File: src/rtl/apix_pkg.sv
// Shared constants and state encoding for the APIX transmitter and receiver.
package apix_pkg;

    localparam logic [7:0] APIX_SYNC     = 8'hA5;
    localparam logic [7:0] APIX_CRC_POLY = 8'h07;

    typedef enum logic [1:0] {
        IDLE,
        SYNC,
        DATA,
        CRC
    } apix_tx_state_t;

endpackage

File: src/rtl/apix_crc8_step.sv
// One LANES-bit parallel CRC-8 step (no reflection, no final XOR).
// bits[LANES-1] is lane 0 and is folded in first.
module apix_crc8_step
    import apix_pkg::*;
#(
    parameter int LANES = 1
) (
    input  logic [7:0]       crc_in,
    input  logic [LANES-1:0] bits,
    output logic [7:0]       crc_out
);

    always_comb begin : step
        logic [7:0] c;
        c = crc_in;
        for (int i = LANES - 1; i >= 0; i--) begin
            if (c[7] ^ bits[i]) begin
                c = {c[6:0], 1'b0} ^ APIX_CRC_POLY;
            end else begin
                c = {c[6:0], 1'b0};
            end
        end
        crc_out = c;
    end

endmodule

File: src/rtl/apix_tx_lanes.sv
// Multi-lane APIX transmitter: frames pixels into SYNC / DATA / CRC-8 packets
// and shifts them out MSB-first across LANES lanes.
module apix_tx_lanes
    import apix_pkg::*;
#(
    parameter int PIXEL_W    = 24,
    parameter int LANES      = 1,
    parameter int PKT_PIXELS = 16
) (
    input  logic               clk,
    input  logic               rst,
    input  logic [PIXEL_W-1:0] pixel_data,
    input  logic               pixel_valid,
    output logic               pixel_ready,
    output logic [LANES-1:0]   apix_data,
    output logic               apix_clk,
    output logic               apix_frame,
    output logic               underrun,
    output logic               pkt_done
);

    localparam int CPP     = PIXEL_W / LANES;
    localparam int SC      = 8 / LANES;
    localparam int SH_W    = (PIXEL_W > 8) ? PIXEL_W : 8;
    localparam int CNT_MAX = (CPP > SC) ? CPP : SC;
    localparam int CNT_W   = (CNT_MAX > 1) ? $clog2(CNT_MAX) : 1;
    localparam int PIX_W   = (PKT_PIXELS > 1) ? $clog2(PKT_PIXELS) : 1;

    localparam logic [CNT_W-1:0] CPP_LAST = CNT_W'(CPP - 1);
    localparam logic [CNT_W-1:0] SC_LAST  = CNT_W'(SC - 1);
    localparam logic [PIX_W-1:0] PIX_LAST = PIX_W'(PKT_PIXELS - 1);

    apix_tx_state_t   state_q, state_d;
    logic [SH_W-1:0]  shift_q, shift_d;
    logic [CNT_W-1:0] cnt_q, cnt_d;
    logic [PIX_W-1:0] pix_q, pix_d;
    logic [7:0]       crc_q, crc_d;
    logic             underrun_q, underrun_d;

    logic [7:0]         crc_step;
    logic [PIXEL_W-1:0] pix_word;
    logic [SH_W-1:0]    pix_load, sync_load, crc_load;

    apix_crc8_step #(.LANES(LANES)) u_crc_step (
        .crc_in  (crc_q),
        .bits    (shift_q[SH_W-1 -: LANES]),
        .crc_out (crc_step)
    );

    // A missing pixel at a ready cycle is replaced by an all-zero fill pixel.
    assign pix_word  = pixel_valid ? pixel_data : '0;
    assign pix_load  = SH_W'(pix_word) << (SH_W - PIXEL_W);
    assign sync_load = SH_W'(APIX_SYNC) << (SH_W - 8);
    assign crc_load  = SH_W'(crc_step) << (SH_W - 8);

    // NOTE: every variable gets a default before the case so no path can infer a latch.
    always_comb begin
        state_d    = state_q;
        shift_d    = shift_q << LANES;
        cnt_d      = cnt_q + CNT_W'(1);
        pix_d      = pix_q;
        crc_d      = crc_q;
        underrun_d = 1'b0;
        case (state_q)
            IDLE: begin
                cnt_d   = '0;
                shift_d = '0;
                if (pixel_valid) begin
                    state_d = SYNC;
                    shift_d = sync_load;
                end
            end
            SYNC: begin
                crc_d = '0;
                pix_d = '0;
                if (cnt_q == SC_LAST) begin
                    state_d    = DATA;
                    cnt_d      = '0;
                    shift_d    = pix_load;
                    underrun_d = !pixel_valid;
                end
            end
            DATA: begin
                crc_d = crc_step;
                if (cnt_q == CPP_LAST) begin
                    cnt_d = '0;
                    if (pix_q == PIX_LAST) begin
                        state_d = CRC;
                        shift_d = crc_load;
                    end else begin
                        pix_d      = pix_q + PIX_W'(1);
                        shift_d    = pix_load;
                        underrun_d = !pixel_valid;
                    end
                end
            end
            CRC: begin
                if (cnt_q == SC_LAST) begin
                    cnt_d = '0;
                    if (pixel_valid) begin
                        state_d = SYNC;
                        shift_d = sync_load;
                    end else begin
                        state_d = IDLE;
                        shift_d = '0;
                    end
                end
            end
            default: state_d = IDLE;
        endcase
    end

    // NOTE: sequential state uses non-blocking assignments so all registers update together.
    always_ff @(posedge clk or posedge rst) begin
        if (rst) begin
            state_q    <= IDLE;
            shift_q    <= '0;
            cnt_q      <= '0;
            pix_q      <= '0;
            crc_q      <= '0;
            underrun_q <= 1'b0;
        end else begin
            state_q    <= state_d;
            shift_q    <= shift_d;
            cnt_q      <= cnt_d;
            pix_q      <= pix_d;
            crc_q      <= crc_d;
            underrun_q <= underrun_d;
        end
    end

    // Ready depends only on state and counters, never on pixel_valid.
    assign pixel_ready = ((state_q == SYNC) && (cnt_q == SC_LAST)) ||
                         ((state_q == DATA) && (cnt_q == CPP_LAST) && (pix_q != PIX_LAST));
    assign apix_data   = shift_q[SH_W-1 -: LANES];
    assign apix_clk    = clk;
    assign apix_frame  = (state_q != IDLE);
    assign underrun    = underrun_q;
    assign pkt_done    = (state_q == CRC) && (cnt_q == SC_LAST);

endmodule
File: config.mk
export PLATFORM = sky130hd
export DESIGN_NAME = apix_tx_lanes
export DESIGN_NICKNAME = d
export VERILOG_FILES = /design/src/rtl/apix_pkg.sv /design/src/rtl/apix_crc8_step.sv /design/src/rtl/apix_tx_lanes.sv
export SDC_FILE = /design/constraint.sdc
export NUM_CORES = 1
export LEC_CHECK = 0
export CORE_MARGIN = 2
export CORE_UTILIZATION = 39
export CTS_CLUSTER_SIZE = 30
export DETAILED_ROUTE_END_ITERATION = 8
export GPL_TIMING_DRIVEN = 0
export SETUP_SLACK_MARGIN = 0.1
export SLEW_MARGIN = 15
export SYNTH_ARGS = -nofsm -noshare
export SYNTH_HDL_FRONTEND = slang
export SYNTH_SLANG_ARGS = --single-unit
File: constraint.sdc
create_clock -name clk -period 3.9 [get_ports clk]
set_input_delay 0.39 -clock clk [delete_from_list [all_inputs] [get_ports clk]]
set_output_delay 0.39 -clock clk [all_outputs]
set_load 0.05 [all_outputs]
==> run metrics <==
Overflow after GRT 0; worst path arrival time 2.97 ns; worst flop-to-flop path startpoint state_q[1]$_DFFE_PP0P_; area grow syn2layout 25.2%; Total Wirelength ~5000 um; die area 6330 sq um; part of the power in combinational logic 0.403; RR Endpoint shift_q[11]$_DFF_PP0_; cells after synthesis 215; fillcell total around 520; clock share of power 0.253; Design Area, Final roughly 2800 sq um; gpl congestion around 0.85; core area between 5000 and 6000 sq um; Yosys top cell area share 0.494; Sw Share 0.408; area leader, netlist dfrtp_1; Worst Setup End Kind output pin; Int Power about 1000 uW; CTS clock-pin slew for the worst setup and hold paths 0.08 ns; post-synthesis sequential area ratio 0.494; Post CTS Setup Buffer Count 0; TNS Setup 0 ns; die width 79.6 um; Max Clock Skew 0.00511 ns; syn avg cell area around 10 sq um; Startpoint Class clock port; min-delay worst type input port to asynchronous set/reset pin; Slew Viols, Final 0; Critical Path Start clk; placed cell count 320; Initial DRC Count 125; RSZ-0062 raised after global routing no; initial antenna violation count 0; I/O pin cnt 33; Pleak roughly 0.0012 uW; Critical Setup Path Class clock port to output pin; proportion of layout cells with a drive suffix above 1 0.0853; CP required 3.51 ns; WL/cell 15.2 um; Vias/cell 5.32; Reg area approximately 1100 sq um; n_diodes 0; total track usage 0.174; # hold bufs at CTS 0; Core Rows 27; Post-synth EDFFs 0; multi-input logic area 992 sq um; Psw around 690 uW; Post-Syn Area around 2200 sq um; Final nets ~290; Tightest Pin Transition 0.571 ns; dpl cell area ~2700 sq um; Yosys reg bits 44; Synth cell types 42; Rel. slew slack 0.619; crit path to apix_clk; Fin. Hold Viols 0; HPWL Detailed ~3600 um; Worst Reg-to-Reg Cells 7; Worst VDD drop about 0.44 mV; IO Port Bufs 32; DRC 0; via count about 1.8k; reg-to-reg slack, setup ~1.6 ns; total power ~1700 uW; TritonRoute pass-1 iters 4; Post-Layout Cell Count 330; Max Cap Viol 0; status completed; prevailing post-synth register cell dfrtp_1; Mapped Nets about 250; Final setup violation count 0; via count of the first global-routing pass 1745; first-pass GRT wire length between 8000 and 9000 um; asr flop ratio synth 1.00; Pwr per Cell Area 605 nW/um^2; clock latency on the worst-skew pair approximately 0.40 ns; largest net degree at the start of global routing 24; cts repair resizes 0; Synth top cells by count dfrtp_1, nand3_1, a22o_1, inv_1, o21ai_0; Worst Path Max Fanout 2; DIE HEIGHT 79.6 um; Final ANT Viol Nets 0; yosys warns 0; CTS tree yes; Seq pwr share 0.344; most frequent cell after synthesis dfrtp_1; Initial Utilization 0.404; main area contributors after synthesis dfrtp_1, a22o_1, ha_1
## cells by family after synthesis
group                    after synthesis  share of synthesized area
multiplexers                           1                    0.00506
buffers and inverters                 30                     0.0601
flip-flops                            44                      0.494
AO/OA/AOI/OAI                         58                      0.193
adder cells (fa/ha/maj)                7                     0.0393
AND/OR/NAND/NOR                       67                      0.171
XOR/XNOR                               8                     0.0376
## worst min path at each step
stage / startpoint / to / slack, ns / cells past startpoint
CTS: rst / shift_q[8]$_DFF_PP0_ / 0.34 / 2
global route: rst / shift_q[8]$_DFF_PP0_ / 0.37 / 2
finish: rst / shift_q[8]$_DFF_PP0_ / 0.33 / 2
global placement: cnt_q[0]$_DFF_PP0_ / cnt_q[0]$_DFF_PP0_ / 0.45 / 1
detailed placement: cnt_q[0]$_DFF_PP0_ / cnt_q[0]$_DFF_PP0_ / 0.46 / 1
floorplan: cnt_q[0]$_DFF_PP0_ / cnt_q[0]$_DFF_PP0_ / 0.43 / 1
## sequential cells by signal, indices dropped and copies added (netlist names)
register  count
pix_q         4
shift_q      24
state_q       2
crc_q         8
cnt_q         5
underrun      1
## power groups by stage
| stage | Clock, uW | Sequential [uW] | Combinational (uW) |
|---|---|---|---|
| after floorplan | 55.3 | 594 | 467 |
| after global placement | 73.4 | 588 | 667 |
| after detailed placement | 73.4 | 589 | 676 |
| after CTS | 436 | 580 | 680 |
| after global routing | 463 | 591 | 741 |
| final | 426 | 580 | 679 |
## stage by stage
stage	setup WS, ns	utilization	hold WS (ns)
final	0.536	0.506	0.328
after global routing	0.514	0.506	0.367
after CTS	0.526	0.506	0.343
after detailed placement	0.774	0.484	0.458
after global placement	0.774	0.479	0.454
after floorplan	1.39	-	0.432
## cell type report
class	instances	area share
Tap cell	72	0.0323
Buffer	15	0.0278
Sequential cell	44	0.395
Multi-Input combinational cell	141	0.356
Clock buffer	9	0.0431
Clock inverter	2	0.00449
Timing Repair Buffer	32	0.121
Inverter	15	0.0202
## critical path: stages
cell and delay (ns):
clkbuf_8 0.11, clkbuf_8 0.12, buf_4 0.12, clkdlybuf4s50_1 0.69
## placed cells by master (no fill, tap or decap), types with 2 or more instances in the layout
master | netlist | layout
ha_1 | 7 | 7
and3_1 | 6 | 6
nand2_1 | 7 | 7
clkdlybuf4s50_1 | 0 | 32
xnor2_1 | 5 | 5
nor2_1 | 11 | 11
clkbuf_8 | 0 | 8
nor3_1 | 3 | 3
dfrtp_1 | 44 | 44
nand4_1 | 3 | 3
clkbuf_1 | 9 | 9
a21oi_1 | 10 | 10
nand2b_1 | 3 | 3
o21bai_1 | 2 | 2
nor2b_1 | 3 | 3
a221o_1 | 5 | 5
o21ai_0 | 12 | 12
buf_6 | 2 | 2
and2_1 | 7 | 7
nand3_1 | 17 | 17
o22ai_1 | 3 | 3
inv_1 | 15 | 14
a22o_1 | 15 | 15
a31oi_1 | 4 | 4
buf_2 | 2 | 2
xor2_1 | 2 | 2
## routing by layer
| layer | up-vias | wire length, um | track usage |
|---|---|---|---|
| li1 | 857 | - | - |
| met1 | 829 | 2360 | 0.223 |
| met2 | 55 | 2220 | 0.267 |
| met3 | 15 | 309 | 0.0441 |
| met4 | 0 | 129 | 0.0983 |
| met5 | - | 0 | 0 |
Power figures use the tool's default switching activity.
==> RTL change 1: new RTL, same settings <==
Reset style: synchronous (`rst`), changed in one clocked block.
--- a/src/rtl/apix_tx_lanes.sv
+++ b/src/rtl/apix_tx_lanes.sv
@@ -113,3 +113,3 @@
     // NOTE: sequential state uses non-blocking assignments so all registers update together.
-    always_ff @(posedge clk or posedge rst) begin
+    always_ff @(posedge clk) begin
         if (rst) begin
Formal check against the unedited RTL: differs if rst is asserted again (counterexample within 4 cycles, from zero or initial values and one cycle with rst high); with rst held inactive, the same outputs for 10 cycles.
==> RTL change 1 against the original RTL <==
Cell area shrank 5.7%. Power shrank 15%. Die area shrank 6.1%. Sequential cell count is the same. Non-clock buffer count shrank 4. Setup slack gained 0.0020 ns. Cell count grew 1.8%. First-iteration DRC count grew 3.2%. Wire length shrank 0.24%. Synthesized area shrank 6.5%. Critical path type unchanged. Highest routed layer unchanged.
==> RTL change 1: results (changes against the original RTL) <==
Status: completed (unchanged)
FILL cells: 524 (was 522)
DRT iter0 DRCs: 129 (was 125)
Worst path top cell family by delay: buffers and inverters (unchanged)
Rel. slew slack: 0.652 (was 0.619)
Vias in the first global route: 1605 (was 1745)
Register area: 881 um2 (was 0.00110 mm2)
FF+latch count: 44 (unchanged)
Flop-to-flop setup slack: 1.67 ns (was 1.61 ns)
Largest net degree at the start of global routing: 16 (was 24)
Syn_nets: 259 (was 249)
FF-to-FF path depth: 8 (was 7)
Synth Area in Adders: 0.0420 (was 0.0393)
Worst R2R Start: state_q[1]$_SDFFE_PP0P_ (was state_q[1]$_DFFE_PP0P_)
Non-clock inverter count: 5 (was 15)
Complex-gate fraction of the synthesized area: 0.234 (was 0.193)
Total clock network power: 514 uW (was 426 uW)
Ranking of synthesized cells by area: dfxtp_1, a22o_1, nand3_1 (was dfrtp_1, a22o_1, ha_1)
Plain + repair buffers: 43 (was 47)
Multi-input combinational area share: 0.417 (was 0.356)
GPL Wtd Cong: 0.865 (was 0.852)
Mux cell area share after synthesis: 0.0192 (was 0.00506)
Commonest cells post-synth: dfxtp_1, nand3_1, nand2_1 (was dfrtp_1, nand3_1, a22o_1, inv_1, o21ai_0)
Total GRT Usage: 0.173 (was 0.174)
Register area share after synthesis: 0.423 (was 0.494)
Logic pwr share: 0.301 (was 0.403)
Worst r2r dst: shift_q[10]$_SDFF_PP0_ (was shift_q[11]$_DFF_PP0_)
Final #Nets: 299 (was 292)
Worst clock skew: 0.00290 ns (was 0.00511 ns)
XOR/XNOR share of the synthesized area: 0.0252 (was 0.0376)
Dpl hpwl: 3.61 mm (about the same)
Multi-input gates: 162 (was 141)
Layout cell share with drive strength beyond 1: 0.0940 (was 0.0853)
Static Leak: 0.927 nW (was 1.20 nW)
# port buffers: 30 (was 32)
Vias/cell: 5.35 (was 5.32)
Reported net switching power: 517 uW (was 688 uW)
-- RTL change 1: cell types whose count changed in the layout (fill, tap and decap cells not counted), moves of 4 or more --
cell,before,now
a211oi_1,0,6
a21o_1,0,4
and2_1,7,3
dfrtp_1,44,0
dfxtp_1,0,44
inv_1,14,4
mux2i_1,0,4
nand2_1,7,15
nand2b_1,3,10
o211ai_1,0,6
o21ai_0,12,5
-- RTL change 1: stage by stage --
step,area (um2),setup WS [ns],power (mW),instances,hold WS [ns]
6_report,2630,0.538,1.44,336,0.256
3_3_place_gp,2470,0.774,1.00,325,0.429
2_1_floorplan,2080,1.39,0.853,225,0.421
4_1_cts,2630,0.532,1.45,336,0.245
3_5_place_dp,2470,0.774,1.00,325,0.439
5_1_grt,2630,0.523,1.51,336,0.262
-- RTL change 1: worst max path at each step --
| stage | depth (start not counted) | end | start | slack [ns] |
|---|---|---|---|---|
| 5_1_grt | 4 | apix_clk | clk | 0.52 |
| 3_3_place_gp | 2 | apix_clk | clk | 0.77 |
| 6_report | 4 | apix_clk | clk | 0.54 |
| 3_5_place_dp | 2 | apix_clk | clk | 0.77 |
| 4_1_cts | 4 | apix_clk | clk | 0.53 |
| 2_1_floorplan | 1 | apix_clk | clk | 1.39 |
-- RTL change 1: cell families after synthesis --
family,Yosys count
AO/OA/AOI/OAI,65
XOR/XNOR,6
adder cells (fa/ha/maj),7
buffers and inverters,19
flip-flops,44
multiplexers,4
AND/OR/NAND/NOR,80
-- RTL change 1: metal layers --
| layer | GRT usage | vias up | wire length [um] |
|---|---|---|---|
| met3 | 0.0412 | 4 | 275 |
| met4 | 0.0821 | 0 | 40 |
| met1 | 0.246 | 836 | 2500 |
| met2 | 0.244 | 48 | 2200 |
| li1 | - | 910 | - |
| met5 | 0 | - | 0 |
==> RTL change 2: new RTL, same settings <==
Made on the original files. `PKT_PIXELS`: 16 -> 32.
--- a/src/rtl/apix_tx_lanes.sv
+++ b/src/rtl/apix_tx_lanes.sv
@@ -7,3 +7,3 @@
     parameter int LANES      = 1,
-    parameter int PKT_PIXELS = 16
+    parameter int PKT_PIXELS = 32
 ) (
Function: no difference found for any inputs over 10 cycles, from zero or initial values and one cycle with rst high; that may be too few to reach the edited logic, so the function may still have changed.
==> RTL change 2 against the original RTL <==
Setup slack worse by 0.0081 ns. Non-clock buffer count down 5. Sequential share of layout area down 0.57 points. Synthesized area up 2.7%. Cell area up 3.8%. Wire length up 1.8%. Sequential cell count up 1. Die area up 2.6%. Via count down 2.5%. Hold slack worse by 0.058 ns. Synthesized cell count down 6.5%. Critical path type unchanged.
Power is not compared: it rests on default switching activity, and its combinational part moved more than twofold at a synthesized area within 25%.
==> RTL change 2: results (changes against the original RTL) <==
Initial DRT Pass Iterations: 4 (unchanged)
Dpl hpwl: 3.64 mm (was 3.61 mm)
Post-synth ARST share: 1.00 (unchanged)
Layout cell share with drive strength beyond 1: 0.131 (was 0.0853)
Worst path top cell family by delay: buffers and inverters (unchanged)
Worst r2r dst: shift_q[7]$_DFF_PP0_ (was shift_q[11]$_DFF_PP0_)
Crit path DAT: 2.98 ns (was 2.97 ns)
Crit path max fanout: 2 (unchanged)
Ranking of synthesized cells by area: dfrtp_1, a22o_1, ha_1 (unchanged)
Register area share after synthesis: 0.492 (was 0.494)
FF-to-FF path depth: 8 (was 7)
Initial antenna violation count: 0 (unchanged)
Status: completed (unchanged)
CP max stage cell: clkdlybuf4s50_1 (unchanged)
Area post-placement: 0.00272 mm2 (was 0.00267 mm2)
Flop-to-flop setup slack: 1.71 ns (was 1.61 ns)
Worst clock skew: 0.0104 ns (was 0.00511 ns)
Post CTS Setup Buffer Count: 0 (unchanged)
Yosys warns: 0 (unchanged)
VDD IR max: 0.393 mV
Worst-path clk slew: 0.09 ns
Reported net switching power: 322 uW
Static Leak: 1.36 nW
Largest registers: shift_q x24, crc_q x8 (was shift_q x24, crc_q x8, cnt_q x5)
Worst-Skew Late Latency: 0.41 ns
Vias in the first global route: 1757 (was 1745)
CTS-repair resized insts: 0 (unchanged)
Commonest cells post-synth: dfrtp_1, a22o_1, inv_1 (was dfrtp_1, nand3_1, a22o_1, inv_1, o21ai_0)
Final WL: 5.11 mm (was 5.02 mm)
# port buffers: 32 (unchanged)
First-pass GRT wire length: 8.54 mm (was 8.32 mm)
Highest cell delay on the worst timing path: 0.69 ns (about the same)
Setup TNS: 0 ns (unchanged)
N_diodes: 0 (unchanged)
GPL Wtd Cong: 0.895 (was 0.852)
Largest net degree at the start of global routing: 29 (was 24)
FILL cells: 508 (was 522)
Final #Nets: 279 (was 292)
DRT iter0 DRCs: 160 (was 125)
Rel. slew slack: 0.665 (was 0.619)
Core Box Area: 0.00557 mm2 (was 0.00551 mm2)
Hold WC Path Type: primary input to async pin (unchanged)
Hold Fails Final Rpt: 0 (unchanged)
Syn_nets: 236 (was 249)
Worst R2R Start: pix_q[0]$_DFFE_PP0P_ (was state_q[1]$_DFFE_PP0P_)
Netlist cell types: 52 (was 42)
Total GRT Usage: 0.177 (was 0.174)
Vias: 1712 (was 1756)
[RTL change 2: cell types whose count changed in the layout (fill, tap and decap cells not counted), sizes merged, moves of 4 or more]
| cell | change |
|---|---|
| a21oi | -4 |
| a221o | -5 |
| clkbuf | -6 |
| nand3 | -9 |
| nor2 | -4 |
| o21ai | -12 |
| o22ai | +4 |
[RTL change 2: cell families after synthesis]
family / share of synthesized area
XOR/XNOR: 0.0367
AO/OA/AOI/OAI: 0.210
buffers and inverters: 0.0509
flip-flops: 0.492
AND/OR/NAND/NOR: 0.156
adder cells (fa/ha/maj): 0.0438
multiplexers: 0.00985
[RTL change 2: worst max path at each step]
stage          from  endpoint  slack [ns]  depth (start not counted)
5_1_grt         clk  apix_clk        0.51                          4
6_report        clk  apix_clk        0.53                          4
3_3_place_gp    clk  apix_clk        0.77                          2
4_1_cts         clk  apix_clk        0.51                          4
3_5_place_dp    clk  apix_clk        0.77                          2
2_1_floorplan   clk  apix_clk        1.39                          1
[RTL change 2: cell type report]
class,count,share of cell area
sequential,45,0.389
multi-input combinational,133,0.361
timing repair buffer,32,0.114
clock buffer,9,0.0415
tap,72,0.0311
buffer,10,0.0234
clock inverter,3,0.0225
inverter,13,0.0169
[RTL change 2: metal layers]
layer,GRT usage,vias to the layer above,routed length [um]
li1,-,822,-
met1,0.231,832,2370
met2,0.276,49,2380
met3,0.0483,9,274
met4,0.0780,0,89
met5,0,-,0
[RTL change 2: metrics by stage]
| stage | hold slack (ns) | std cells | power [mW] | setup slack, ns | util |
|---|---|---|---|---|---|
| after floorplan | 0.426 | 201 | 0.702 | 1.39 | - |
| after global placement | 0.431 | 305 | 0.777 | 0.774 | 0.484 |
| after detailed placement | 0.439 | 306 | 0.785 | 0.774 | 0.488 |
| after CTS | 0.279 | 317 | 1.29 | 0.513 | 0.519 |
| after global routing | 0.314 | 317 | 1.33 | 0.506 | 0.519 |
| final | 0.271 | 317 | 1.27 | 0.528 | 0.519 |
[RTL change 2: power by group through the flow]
stage,clock (mW),sequential (mW),combinational (mW)
floorplan,0.0553,0.546,0.100
global placement,0.0734,0.551,0.152
detailed placement,0.0734,0.553,0.159
CTS,0.584,0.544,0.159
global route,0.604,0.550,0.176
finish,0.568,0.543,0.157
